[src/rtl/expr_sched_pkg.sv]
// Shared types and constants for the expression-checker scheduler.
package expr_sched_pkg;

  typedef enum logic [1:0] {
    ST_IDLE   = 2'd0,
    ST_LOAD   = 2'd1,
    ST_STREAM = 2'd2,
    ST_SAMPLE = 2'd3
  } state_e;

  localparam logic [7:0] CH_PLUS = 8'h2B;
  localparam logic [7:0] CH_STAR = 8'h2A;
  localparam logic [7:0] CH_0    = 8'h30;
  localparam logic [7:0] CH_9    = 8'h39;

  // One-hot requester vector for a 1-bit requester index.
  function automatic logic [1:0] onehot2(input logic sel);
    return sel ? 2'b10 : 2'b01;
  endfunction

endpackage

[src/rtl/expr_buf.sv]
// Expression character buffer: synchronous write, combinational read.
module expr_buf #(
  parameter int AW = 4,
  parameter int DW = 8
) (
  input  logic          clk,
  input  logic          we,
  input  logic [AW-1:0] waddr,
  input  logic [DW-1:0] wdata,
  input  logic [AW-1:0] raddr,
  output logic [DW-1:0] rdata
);

  logic [DW-1:0] mem_q [1<<AW];

  // Store one character per accepted write.
  always_ff @(posedge clk) begin
    if (we) mem_q[waddr] <= wdata;
  end

  assign rdata = mem_q[raddr];

endmodule

[src/rtl/expr_sched.sv]
// Two-requester arbiter and sequencer feeding a free-running expression checker.
module expr_sched
  import expr_sched_pkg::*;
#(
  parameter int AW = 4
) (
  input  logic        clk,
  input  logic        clr_n,
  input  logic [1:0]  s_valid,
  input  logic [15:0] s_data,
  input  logic [1:0]  s_last,
  output logic [1:0]  s_ready,
  output logic [1:0]  res_valid,
  output logic        res_ok,
  output logic        res_ovf,
  output logic        busy,
  output logic        chk_clr,
  output logic [7:0]  chk_in,
  input  logic        chk_out
);

  localparam int unsigned DEPTH = 1 << AW;
  localparam logic [AW:0] FULL  = (AW+1)'(DEPTH);

  state_e        state_q;
  logic          g_q;
  logic          ptr_q;
  logic          ovf_q;
  logic [AW:0]   cnt_q;
  logic [AW-1:0] idx_q;
  logic [1:0]    res_valid_q;
  logic          res_ok_q;
  logic          res_ovf_q;

  logic          grant_d;
  logic          acc;
  logic          full;
  logic [7:0]    acc_data;
  logic [7:0]    rdata;

  assign grant_d  = (&s_valid) ? ptr_q : s_valid[1];
  assign acc      = (state_q == ST_LOAD) & s_valid[g_q];
  assign full     = (cnt_q == FULL);
  assign acc_data = g_q ? s_data[15:8] : s_data[7:0];

  expr_buf #(.AW(AW), .DW(8)) u_buf (
    .clk   (clk),
    .we    (acc & ~full),
    .waddr (cnt_q[AW-1:0]),
    .wdata (acc_data),
    .raddr (idx_q),
    .rdata (rdata)
  );

  // Arbitration, buffer loading, streaming and verdict capture.
  always_ff @(posedge clk) begin
    if (!clr_n) begin
      state_q     <= ST_IDLE;
      g_q         <= 1'b0;
      ptr_q       <= 1'b0;
      ovf_q       <= 1'b0;
      cnt_q       <= '0;
      idx_q       <= '0;
      res_valid_q <= '0;
      res_ok_q    <= 1'b0;
      res_ovf_q   <= 1'b0;
    end else begin
      res_valid_q <= '0;
      case (state_q)
        ST_IDLE: begin
          if (|s_valid) begin
            g_q     <= grant_d;
            state_q <= ST_LOAD;
          end
        end
        ST_LOAD: begin
          if (acc) begin
            if (full) ovf_q <= 1'b1;
            else      cnt_q <= cnt_q + 1'b1;
            // An s_last that itself overflows must also skip streaming.
            if (s_last[g_q]) begin
              idx_q   <= '0;
              state_q <= (full | ovf_q) ? ST_SAMPLE : ST_STREAM;
            end
          end
        end
        ST_STREAM: begin
          if ({1'b0, idx_q} == cnt_q - 1'b1) state_q <= ST_SAMPLE;
          else                               idx_q   <= idx_q + 1'b1;
        end
        ST_SAMPLE: begin
          res_valid_q <= onehot2(g_q);
          res_ok_q    <= chk_out & ~ovf_q;
          res_ovf_q   <= ovf_q;
          cnt_q       <= '0;
          ovf_q       <= 1'b0;
          ptr_q       <= ~ptr_q;
          state_q     <= ST_IDLE;
        end
        default: state_q <= ST_IDLE;
      endcase
    end
  end

  // Outputs decoded from registered state only.
  always_comb begin
    s_ready = (state_q == ST_LOAD) ? onehot2(g_q) : 2'b00;
    busy    = (state_q != ST_IDLE);
    // Overflowed expressions never release the checker from clear.
    chk_clr = (state_q == ST_IDLE) | (state_q == ST_LOAD) |
              ((state_q == ST_SAMPLE) & ovf_q);
    chk_in  = (state_q == ST_STREAM) ? rdata : 8'h00;
  end

  assign res_valid = res_valid_q;
  assign res_ok    = res_ok_q;
  assign res_ovf   = res_ovf_q;

endmodule
[config.mk]
export PLATFORM = sky130hd
export DESIGN_NAME = expr_sched
export DESIGN_NICKNAME = d
export VERILOG_FILES = /design/src/rtl/expr_sched_pkg.sv /design/src/rtl/expr_buf.sv /design/src/rtl/expr_sched.sv
export SDC_FILE = /design/constraint.sdc
export NUM_CORES = 1
export LEC_CHECK = 0
export CAP_MARGIN = 40
export CORE_ASPECT_RATIO = 1.75
export CORE_MARGIN = 2
export CORE_UTILIZATION = 35
export DETAILED_ROUTE_END_ITERATION = 16
export DONT_BUFFER_PORTS = 1
export PLACE_DENSITY_LB_ADDON = 0.3
export SYNTH_ARGS = -nofsm -noshare
export SYNTH_HDL_FRONTEND = slang
export SYNTH_HIERARCHICAL = 1
export SYNTH_SLANG_ARGS = --single-unit
[constraint.sdc]
create_clock -name clk -period 6 [get_ports clk]
set_input_delay 1.5 -clock clk [delete_from_list [all_inputs] [get_ports clk]]
set_output_delay 1.5 -clock clk [all_outputs]
set_load 0.01 [all_outputs]
* Word level (Yosys, flattened, before mapping)
Memories as Yosys holds them, arrays and structs flattened. A register that Yosys moved wholly into a read port is not among the register bits.
Index checks and enable logic that the tools add are counted.
** Cells by class
- Add/subtract/negate cells :: 3
- Equal/unequal tests :: 12
- Order comparisons :: 1
- Bitwise operators :: 10
- Reductions and logical operators :: 12
- Mux-type cells :: 29
** Operator list (count)
- 4-bit two-way mux :: 5
- 8-bit two-way mux :: 2
- 2-bit two-way mux :: 6
- 2-bit inequality test (second input constant) :: 6
- 1-bit two-way mux :: 10
- 5-bit two-way mux :: 2
- 5-bit case mux with 2 select lines :: 1
- 2-bit case mux with 4 select lines :: 1
- 4-bit case mux with 2 select lines :: 1
- 4-bit AND reduction :: 2
- 2-bit AND reduction :: 3
- 3-bit AND reduction :: 2
- 2-bit nonzero test :: 3
- 5-bit by 1-bit adder with 5-bit output (second input constant) :: 1
- 4-bit by 5-bit equality test with 1-bit output :: 1
- 5-bit equality test (second input constant) :: 1
- 5-bit by 1-bit subtractor with 5-bit output (second input constant) :: 1
- 4-bit by 1-bit adder with 4-bit output (second input constant) :: 1
- 1-bit bitwise AND :: 4
- 2-bit equality test (second input constant) :: 2
- 1-bit inverter :: 3
- 1-bit bitwise OR :: 3
- 2-bit by 1-bit equality test with 1-bit output (second input constant) :: 1
- 2-bit zero test :: 1
- 4 further kinds :: 4
** Word-level totals
- Bits in registers :: 18
- Input bits :: 23
- Memories kept :: 1
- Bits in writable memories :: 128
** Memory list
- u_buf.mem_q :: depth 16, width 8, rd ports 1, clocked after Yosys merged registers in 1, wr ports 1, RTL line expr_buf.sv:14 : logic [DW-1:0] mem_q [1<<AW];

* Longest topological paths before layout
Gate-level depths: netlist (run 1).
- Word-level depth :: 7
- Depth in mapped cells :: 9

* By module
Netlist (run 1), hierarchy kept.
** By module, submodules not included
- expr_buf :: area an instance 4987.3 um^2, cells each 221, instances 1
- expr_sched :: area an instance 1323.8 um^2, cells each 161, instances 1

* Worst setup path before layout (run 1)
OpenSTA, ideal clock, no wires.
- Path type :: in2reg
- Start :: in s_valid[1]
- End :: mem u_buf.mem_q[0][0] (enable)
- Cell stages on the path :: 4
- Path buffers :: 0
- Arrival :: 3.123 ns
- Library setup time :: 0.383 ns
- Slack :: 2.494 ns
- Required time :: 5.617 ns
- Cell sequence :: mux2i_1 -> nor3_2 -> or3b_2 -> nor3_1
** Between the ends
- Cells in the longest elaborated chain, start to end :: 6
** Ends and longest elaborated chain
- start: declaration :: RTL line expr_sched.sv:9 : input logic [1:0] s_valid,
- 1-bit two-way mux (implied by the code) (2 in series) :: RTL line expr_sched.sv:42 : assign acc = (state_q == ST_LOAD) & s_valid[g_q];
- 1-bit bitwise AND :: RTL line expr_sched.sv:42
- 1-bit bitwise AND :: RTL line expr_sched.sv:48 : .we (acc & ~full),
- 1-bit two-way mux :: RTL line expr_buf.sv:18 : if (we) mem_q[waddr] <= wdata;
- 1-bit two-way mux (implied by the code) :: RTL line expr_buf.sv:18
- end: declaration :: RTL line expr_buf.sv:14
Every way passes these cells. The select of a mux whose other input is x is not followed.

==> results of run 1 <==
==> stage by stage <==
stage	setup WS, ns	power [mW]
final	1.74	2.68
after global routing	1.50	2.80
after CTS	1.65	2.71
after detailed placement	2.12	1.69
after global placement	2.02	1.68
after floorplan	2.49	1.60
==> power breakdown <==
group | switching [mW] | total, mW | internal [mW]
Sequential | 0.0622 | 1.22 | 1.16
Combinational | 0.243 | 0.437 | 0.194
Clock | 0.438 | 1.02 | 0.586
==> cells by family (layout without fill, tap and decap cells) <==
logic type	Yosys count	in the layout
compound gates	52	52
xor+xnor	8	8
fa+ha+maj	7	7
buf+inv	28	57
flops	146	146
mux	42	42
simple gates	99	99
==> sequential cells by signal, indices dropped and copies added, names as in the netlist <==
name and count:
cnt_q 5, u_buf/mem_q 128, g_q 1, res_ovf 1
state_q 2, res_valid 2, idx_q 4, ptr_q 1
ovf_q 1, res_ok 1
==> worst paths after layout <==
| kind | depth (start not counted) | slack [ns] | to |
|---|---|---|---|
| worst max register to register | 6 | 2.60 | u_buf/mem_q[1][3] |
| worst min register to register | 2 | 0.52 | state_q[1] |
| worst min-delay path | 2 | 0.52 | state_q[1] |
| worst max-delay path | 5 | 1.74 | chk_in[1] |
==> layer usage <==
metal / vias to the layer above / part of all wire, %
met1: 1754 / 40
li1: 1544 / -
met3: 27 / 3.8
met5: - / 0
met4: 0 / 2.6
met2: 95 / 53
==> cells in the mapped netlist (3+ instances only) <==
cell type	n	area [sq um]
nor3_1	7	35.0
nand2b_1	6	37.5
xnor2_1	6	52.6
mux2_2	8	90.1
inv_1	8	30.0
ha_1	7	87.6
nor2_1	22	82.6
mux4_2	18	405
a22oi_1	17	128
nand2_1	20	75.1
buf_6	4	45.0
a21boi_0	4	30.0
buf_2	4	20.0
mux4_1	14	368
edfxtp_1	128	3840
nand3b_1	4	30.0
and2_1	14	87.6
nor2b_1	5	31.3
o21ai_0	9	45.0
a21oi_1	6	30.0
clkdlybuf4s25_2	3	30.0
nand3_1	10	50.1
dfxtp_1	18	360
clkbuf_1	7	26.3
==> final cells by class <==
class	count	area, sq um
Clock inverter	14	145
Multi-Input combinational cell	208	1950
Tap cell	234	293
Fill cell	1643	10700
Sequential cell	146	4210
Clock buffer	18	429
Inverter	8	30.0
Timing Repair Buffer	17	130
==> worst register-to-register path: cells and delay by family (launching register included) <==
family / cells / cell delay [ns]
simple gates: 4 / 1.99
flops: 1 / 0.67
buf+inv: 1 / 0.10
fa+ha+maj: 1 / 0.27
==> results by group, run 1 <==
Worst hold path
  • HP Start: state_q[1]
  • Hold crit path type: reg2reg

Placement
  • Post-Place Cell Area: 0.00660 sq mm
  • Final Wtd Congestion: 0.751
  • I/O Buffers: 0
  • DP Cell Count: 612
  • HPWL after detailed placement: 9.28 mm

Layout
  • Area Growth Syn to Fin: 13.9%
  • Final instance area: 0.00719 sq mm
  • Antenna cells: 0
  • Most frequent cells in the layout: 128 x edfxtp_1, 22 x nor2_1, 20 x nand2_1, 18 x mux4_2
  • Utilization after layout: 40.2%
  • Final non-filler cell total: 645
  • Final #Nets: 428
  • Most common cell after layout, fill and taps aside: edfxtp_1
  • Layout cells sized above 1: 20.0%

Global route
  • M1 GR Usage: 17.2%
  • Met2 usage: 25.8%
  • Largest net degree at the start of global routing: 37
  • Gr usage total: 14.8%
  • Most Crowded Layer GR: met2
  • First-pass GRT wire length: 20.8 mm
  • Congestion Overflow GR: 0
  • Via count of the first global-routing pass: 3556
  • Antenna violations before repair: 0
  • Met3 usage: 3.70%

Worst setup path
  • CP required: 4.50 ns
  • Setup CP Type: reg2out
  • RR Startpoint: cnt_q[0]
  • Slowest cell on crit path: dfxtp_2
  • Cells along the critical path: buf_4 -> mux4_1 -> a22oi_1 -> nand2_1 -> and2_1
  • Crit path buffers/inverters: 1
  • Worst-path maximum fanout: 26
  • Critical path's top delay family: flip-flops
  • Critical path's largest stage delay: 0.85 ns
  • Critical Path AT: 2.76 ns
  • CP Capture Type: output port
  • Crit path from: idx_q[0]
  • Crit path launch type: flop

Yosys
  • Largest family of logic cells by synthesized area: multiplexers
  • Post-synthesis compound-gate area fraction: 6.03%
  • Syn nets: 412
  • Post-synth top flop: edfxtp_1
  • Post-Synth Adder-Cell Area: 1.39%
  • Post-Synth Simple-Gate Area: 8.27%
  • YS warnings: 6
  • FFs w/ async S/R, synth: 0%
  • Number of flops mapped to enable cells by yosys: 128
  • Mapped Cells: 382
  • Synth Register Bits: 146
  • Synthesized area: 0.00631 sq mm
  • Avg Cell Area, Syn: 16.5 sq um
  • Xor-xnor portion of the synthesized cell area: 1.11%
  • Synth cell types: 50
  • Mux share of post-synthesis cell area: 14.0%
  • Sequential share of the synthesized area: 66.6%

Timing
  • Headroom to the max-slew limit: 42.3%
  • Final hold vios: 0
  • RSZ-0062 raised after global routing: no
  • Hold slack: 0.520 ns
  • Final min period: 4.26 ns
  • Final-report max-slew violation count: 0
  • Setup_tns: 0 ns
  • Clk_skew: 0.00852 ns
  • Worst-Margin Slew: 0.863 ns
  • Period Utilization, post-route: 71.0%
  • F_max: 235 MHz
  • Setup violators final: 0

Detailed routing
  • Vias per cell: 5.30
  • DR pass1 iterations: 4
  • Wire per inst: 20.7 microns
  • Number of remaining DRC errors: 0
  • DRT iter0 DRCs: 267
  • DRT Wirelength: 13.4 mm
  • Final ANT Viol Nets: 0
  • Vias: 3420

Floorplan
  • Num rows: 65
  • Die Span Y: 182 microns
  • Initial core utilization: 35.3%
  • Num ports: 39
  • Die area: 0.0192 sq mm
  • Width of the chip: 106 microns
  • Core footprint: 0.0179 sq mm

CTS
  • CTS Hold Bufs: 0
  • Reg clk slew, reported paths: 0.07 ns
  • Clk buf depth: 2
  • CTS HTree Levels: 4
  • Inserted Clock Buffers: 17
  • CTS tree: built
  • PostCTS Resize Cnt: 0
  • Clk root buf: clkbuf_16
  • Clk_lat worst skew: 0.42 ns
  • Post-CTS setup buffers: 0
  • Clock sink count: 146

Power and ir drop
  • Power density cells: 374 mW/mm^2
  • Pleak: 2.29 nW
  • Max VDD drop: 208 uV

Run
  • MaxCap Viol Count: 0

Run status
  • Status: finished clean
Note: power is estimated with default switching activity, not from simulation.
==> run 2, diff against run 1 <==
clock period = 3.9 ns   (was 6 ns; I/O delays follow)
==> run 2 against run 1 <==
Effect of this change: utilization shrank 0.056 points; sequential power grew 52%; combinational power grew 66%; worst setup slack lost 1.2 ns; total power grew 54%; non-clock buffer count shrank 1; global-route usage shrank 0.10 points; clock skew is essentially flat; first-iteration DRC count shrank 34%; sequential cell count is the same; largest cell class unchanged.
==> results by group, run 2 (same netlist as run 1, synthesis figures left out) <==
Run status
  • Status: finished clean

Layout
  • Antenna cells: 0 (unchanged)
  • Area Growth Syn to Fin: 13.7%
  • Fill count: 1665 (+1.3%)
  • Most flops, register: u_buf/mem_q
  • Final instance area: 0.00718 sq mm (-0.14%)
  • Most common cell after layout, fill and taps aside: edfxtp_1
  • Registers with the most flip-flops: u_buf/mem_q (128), cnt_q (5), idx_q (4)
  • Most frequent cells in the layout: 128 x edfxtp_1, 22 x nor2_1, 20 x nand2_1, 18 x mux4_2
  • Final #Nets: 427 (-0.23%)
  • Utilization after layout: 40.1% (-0.056 points)
  • Final non-filler cell total: 643 (-0.31%)
  • Max reg flops: 128 (unchanged)
  • Layout cells sized above 1: 19.6% (-0.39 points)

Worst setup path
  • Worst-path maximum fanout: 30 (+15%)
  • Reg2reg path depth: 8 (+2)
  • Reg-to-reg slack, setup: 0.96 ns (-1.64 ns)
  • Cells along the critical path: buf_12 -> mux4_1 -> a22oi_1 -> nand2_1 -> and2_1
  • Critical path's largest stage delay: 0.61 ns (-0.24 ns)
  • CP required: 2.92 ns (-1.58 ns)
  • End of the worst register-to-register path: u_buf/mem_q[2][7]
  • CP Capture Type: output port
  • Setup CP Type: reg2out
  • Critical Path AT: 2.37 ns (-0.39 ns)
  • Crit path launch type: flop
  • RR Startpoint: cnt_q[0]
  • Slowest cell on crit path: mux4_1

Floorplan
  • Num rows: 65 (unchanged)
  • Die area: 0.0192 sq mm (unchanged)
  • Width of the chip: 106 microns (unchanged)
  • Initial core utilization: 35.3% (unchanged)
  • Core footprint: 0.0179 sq mm (unchanged)
  • Die Span Y: 182 microns (unchanged)
  • Num ports: 39 (unchanged)

CTS
  • Clk root buf: clkbuf_16
  • Post-CTS setup buffers: 0 (unchanged)
  • CTS Hold Bufs: 0 (unchanged)
  • Inserted Clock Buffers: 17 (unchanged)
  • CTS HTree Levels: 4 (unchanged)
  • Reg clk slew, reported paths: 0.06 ns (about the same)
  • PostCTS Resize Cnt: 0 (unchanged)
  • Clock sink count: 146 (unchanged)
  • Clk buf depth: 2 (unchanged)
  • Clk_lat worst skew: 0.41 ns (about the same)
  • CTS tree: built

Timing
  • Period Utilization, post-route: 85.8%
  • RSZ-0062 raised after global routing: no
  • Final WS setup: 0.552 ns (-1.19 ns)
  • Worst-Margin Slew: 0.944 ns (+0.0817 ns)
  • Final min period: 3.35 ns
  • F_max: 299 MHz
  • Final-report max-slew violation count: 0 (unchanged)
  • Final hold vios: 0 (unchanged)
  • Headroom to the max-slew limit: 36.8% (-5.5 points)
  • Clk_skew: 0.00814 ns (-0.000384 ns)
  • Hold slack: 0.497 ns (-0.0225 ns)
  • Setup_tns: 0 ns (unchanged)
  • Setup violators final: 0 (unchanged)

Global route
  • Congestion Overflow GR: 0 (unchanged)
  • Gr usage total: 14.7% (-0.10 points)
  • First-pass GRT wire length: 20.8 mm (about the same)
  • Via count of the first global-routing pass: 3572 (+0.45%)
  • Largest net degree at the start of global routing: 37 (unchanged)
  • Antenna violations before repair: 0 (unchanged)

Power and ir drop
  • Total power: 4.14 mW (+54%)
  • Power density cells: 576 mW/mm^2 (+54%)
  • Max VDD drop: 288 uV (+38%)
  • Pleak: 2.27 nW (-0.75%)

Detailed routing
  • Wire per inst: 20.7 microns (about the same)
  • Number of remaining DRC errors: 0 (unchanged)
  • Vias: 3395 (-0.73%)
  • Vias per cell: 5.28 (-0.42%)
  • Final ANT Viol Nets: 0 (unchanged)
  • DRT iter0 DRCs: 176 (-34%)
  • DR pass1 iterations: 4 (unchanged)
  • DRT Wirelength: 13.3 mm (-0.27%)

Run
  • MaxCap Viol Count: 0 (unchanged)

Worst hold path
  • HP Start: state_q[1]
  • Hold crit path type: reg2reg
  • Worst Hold End: state_q[1]
  • Hold path depth: 2 (unchanged)

Placement
  • Post-Place Cell Area: 0.00660 sq mm (unchanged)
  • Worst slack, placed: 0.962 ns (-1.15 ns)
  • DP Cell Count: 612 (unchanged)
  • Final Wtd Congestion: 0.747 (-0.47%)
  • I/O Buffers: 0 (unchanged)
  • HPWL after detailed placement: 9.07 mm (-2.2%)
[run 2: changes by cell type in the layout (fill, tap and decap cells not counted), sizes merged]
cell      before  now
buf           17   16
clkinvlp       3    4
clkbuf        18   17
clkinv         2    1
[run 2: critical path: cells and delay by family (launching register included)]
family / cells / cell delay [ns]
flip-flops: 1 / 0.51
multiplexers: 1 / 0.61
buffers and inverters: 1 / 0.28
AO/OA/AOI/OAI: 1 / 0.24
AND/OR/NAND/NOR: 2 / 0.30
[run 2: how the worst max path moves through the flow]
stage | startpoint | to | slack (ns)
global placement | idx_q[0] | chk_in[4] | 0.99
global route | idx_q[0] | chk_in[1] | 0.43
CTS | idx_q[0] | chk_in[1] | 0.48
finish | idx_q[0] | chk_in[1] | 0.55
detailed placement | idx_q[0] | chk_in[1] | 0.96
floorplan | cnt_q[0] | u_buf/mem_q[0][0] | 0.77
[run 2: per-layer routing]
layer  share of wire [%]  track usage (%)  up-vias
li1                    -                -     1543
met1                  39             16.8     1736
met2                  55             26.8      102
met3                 3.9             3.73       14
met4                 1.5             4.42        0
met5                   0                0        -
[run 2: power breakdown]
| part | switching, mW | leakage [nW] | internal (mW) | total [mW] |
|---|---|---|---|---|
| clock network | 0.661 | 0.269 | 0.897 | 1.56 |
| registers | 0.0646 | 1.30 | 1.79 | 1.85 |
| logic | 0.412 | 0.702 | 0.313 | 0.725 |
[run 2: cell type report]
type | count | area, sq um | area share, %
tap | 234 | 293 | 4.08
timing repair buffer | 16 | 133 | 1.85
clock inverter | 14 | 146 | 2.04
sequential | 146 | 4210 | 58.6
inverter | 8 | 30.0 | 0.418
multi-input combinational | 208 | 1940 | 27.1
clock buffer | 17 | 425 | 5.93
==> run 3, diff against run 2 <==
CORE_UTILIZATION = 57   (was 35)
==> run 3 against run 2 <==
Effect of this change: via count barely moved; largest power group unchanged; register-to-register slack worse by 0.06 ns; cell count decreased by 16%; largest cell class unchanged; sequential power barely moved; maximum frequency grew 0.60%; routed wire length fell by 5.6%; combinational power up 2.8%; sequential cell count unchanged; clock power rose by 6%; sequential share of layout area rose by 0.70 points; total power grew 2.6%; clock skew is 0.0013 ns higher.
==> results by group, run 3 (same netlist as run 1, synthesis figures left out) <==
Run status
  • Status: finished clean

Worst setup path
  • Crit path from: idx_q[0]
  • Critical Path AT: 2.35 ns (-0.02 ns)
  • Critical Path End: chk_in[1]
  • End of the worst register-to-register path: u_buf/mem_q[3][5]
  • Reg2reg path depth: 7 (-1)
  • Worst-path maximum fanout: 32 (+6.7%)
  • Crit path launch type: flop
  • Setup CP Type: reg2out
  • RR Startpoint: cnt_q[0]
  • CP Capture Type: output port
  • Reg-to-reg slack, setup: 0.90 ns (-0.06 ns)
  • CP required: 2.92 ns (about the same)

Worst hold path
  • Hold crit path type: reg2reg

CTS
  • Clock sink count: 146 (unchanged)
  • CTS HTree Levels: 4 (unchanged)
  • Clk root buf: clkbuf_16
  • CTS Hold Bufs: 0 (unchanged)
  • Inserted Clock Buffers: 17 (unchanged)
  • Clk_lat worst skew: 0.42 ns (about the same)
  • CTS tree: built
  • PostCTS Resize Cnt: 0 (unchanged)
  • Reg clk slew, reported paths: 0.06 ns (about the same)
  • Post-CTS setup buffers: 0 (unchanged)
  • Clk buf depth: 2 (unchanged)

Run
  • MaxCap Viol Count: 0 (unchanged)

Floorplan
  • Initial core utilization: 58.7% (+23 points)
  • Width of the chip: 83.5 microns (-21%)
  • Die Span Y: 143 microns (-21%)
  • Num ports: 39 (unchanged)
  • Num rows: 50 (-23%)
  • Core footprint: 0.0108 sq mm (-40%)
  • Die area: 0.0120 sq mm (-38%)

Layout
  • Registers with the most flip-flops: u_buf/mem_q (128), cnt_q (5), idx_q (4)
  • Most flops, register: u_buf/mem_q
  • Most frequent cells in the layout: 128 x edfxtp_1, 22 x nor2_1, 20 x nand2_1, 18 x mux4_2
  • Antenna cells: 0 (unchanged)
  • Area Growth Syn to Fin: 12.4%
  • Layout cells sized above 1: 19.3% (-0.29 points)
  • Final #Nets: 427 (unchanged)
  • Most common cell after layout, fill and taps aside: edfxtp_1
  • Max reg flops: 128 (unchanged)

Placement
  • I/O Buffers: 0 (unchanged)
  • HPWL after detailed placement: 8.44 mm (-6.9%)
  • Final Wtd Congestion: 0.909 (+22%)

Detailed routing
  • Final ANT Viol Nets: 0 (unchanged)
  • DR pass1 iterations: 4 (unchanged)
  • DRT Wirelength: 12.6 mm (-5.6%)
  • Wire per inst: 23.3 microns (+12%)
  • Number of remaining DRC errors: 0 (unchanged)
  • Vias: 3398 (+0.088%)
  • Vias per cell: 6.29 (+19%)
  • DRT iter0 DRCs: 260 (+48%)

Timing
  • Period Utilization, post-route: 85.3% (-0.52 points)
  • F_max: 301 MHz (+0.60%)
  • Final min period: 3.33 ns (-0.0201 ns)
  • Final hold vios: 0 (unchanged)
  • Final-report max-slew violation count: 0 (unchanged)
  • Worst-Margin Slew: 0.875 ns (-0.0690 ns)
  • Setup violators final: 0 (unchanged)
  • Headroom to the max-slew limit: 41.4% (+4.6 points)
  • RSZ-0062 raised after global routing: no
  • Setup_tns: 0 ns (unchanged)
  • Clk_skew: 0.00942 ns (+0.00128 ns)

Global route
  • First-pass GRT wire length: 20.0 mm (-4.1%)
  • Antenna violations before repair: 0 (unchanged)
  • Gr usage total: 22.8% (+8.1 points)
  • Via count of the first global-routing pass: 3552 (-0.56%)
  • Congestion Overflow GR: 0 (unchanged)
  • Largest net degree at the start of global routing: 33 (-11%)

Power and ir drop
  • Power density cells: 599 mW/mm^2 (+3.9%)
  • Max VDD drop: 413 uV (+43%)
  • Total power: 4.24 mW (+2.6%)
  • Pleak: 2.29 nW (+1.1%)
-- run 3: changes by cell type in the layout (fill, tap and decap cells not counted) --
cell and change:
clkinv_1 +1, bufinv_16 +3, inv_6 -4, clkbuf_1 +1
clkinv_4 +1, clkinv_2 +3, clkinvlp_4 -1, inv_8 -3
-- run 3: layout make-up --
| cell class | instances | area [sq um] |
|---|---|---|
| fillers | 724 | 3670 |
| clock buffers | 18 | 429 |
| multi-input cells | 208 | 1940 |
| flip-flops and latches | 146 | 4210 |
| inverters | 8 | 30.0 |
| repair buffers | 16 | 133 |
| clock inverters | 14 | 188 |
| well taps | 130 | 163 |
-- run 3: worst min path at each step --
stage,start,to,cells past startpoint
floorplan,state_q[1],state_q[1],2
global placement,state_q[1],state_q[1],2
detailed placement,state_q[1],state_q[1],2
CTS,state_q[1],state_q[1],2
global route,state_q[1],state_q[1],2
finish,state_q[1],state_q[1],2
-- run 3: report_power, final --
group	internal [mW]	switching, mW
combinational	0.315	0.430
clock	1.07	0.592
sequential	1.79	0.0517
total	3.17	1.07
-- run 3: per-layer routing --
layer | GRT usage, % | up-vias | routed length (microns)
met5 | 0 | - | 0
met4 | 7.89 | 0 | 249
met2 | 41.6 | 104 | 7070
met3 | 5.84 | 14 | 513
li1 | - | 1545 | -
met1 | 26.2 | 1735 | 4750
-- run 3: stage by stage --
step           util (%)  area, sq um  setup WS, ns  hold slack [ns]  cells
6_report           65.9         7090         0.572            0.502    540
2_1_floorplan         -         6310         0.768            0.470    382
3_5_place_dp       60.2         6470         0.934            0.494    508
4_1_cts            65.9         7090         0.529            0.500    540
5_1_grt            65.9         7090         0.450            0.528    540
3_3_place_gp       59.8         6440          1.02            0.487    503
-- run 3: worst max-delay path, stage by stage, from the launching register on --
cell and delay (ns):
dfxtp_2 0.43, buf_12 0.28, mux4_1 0.63, a22oi_1 0.30, nand2_1 0.09, and2_1 0.20
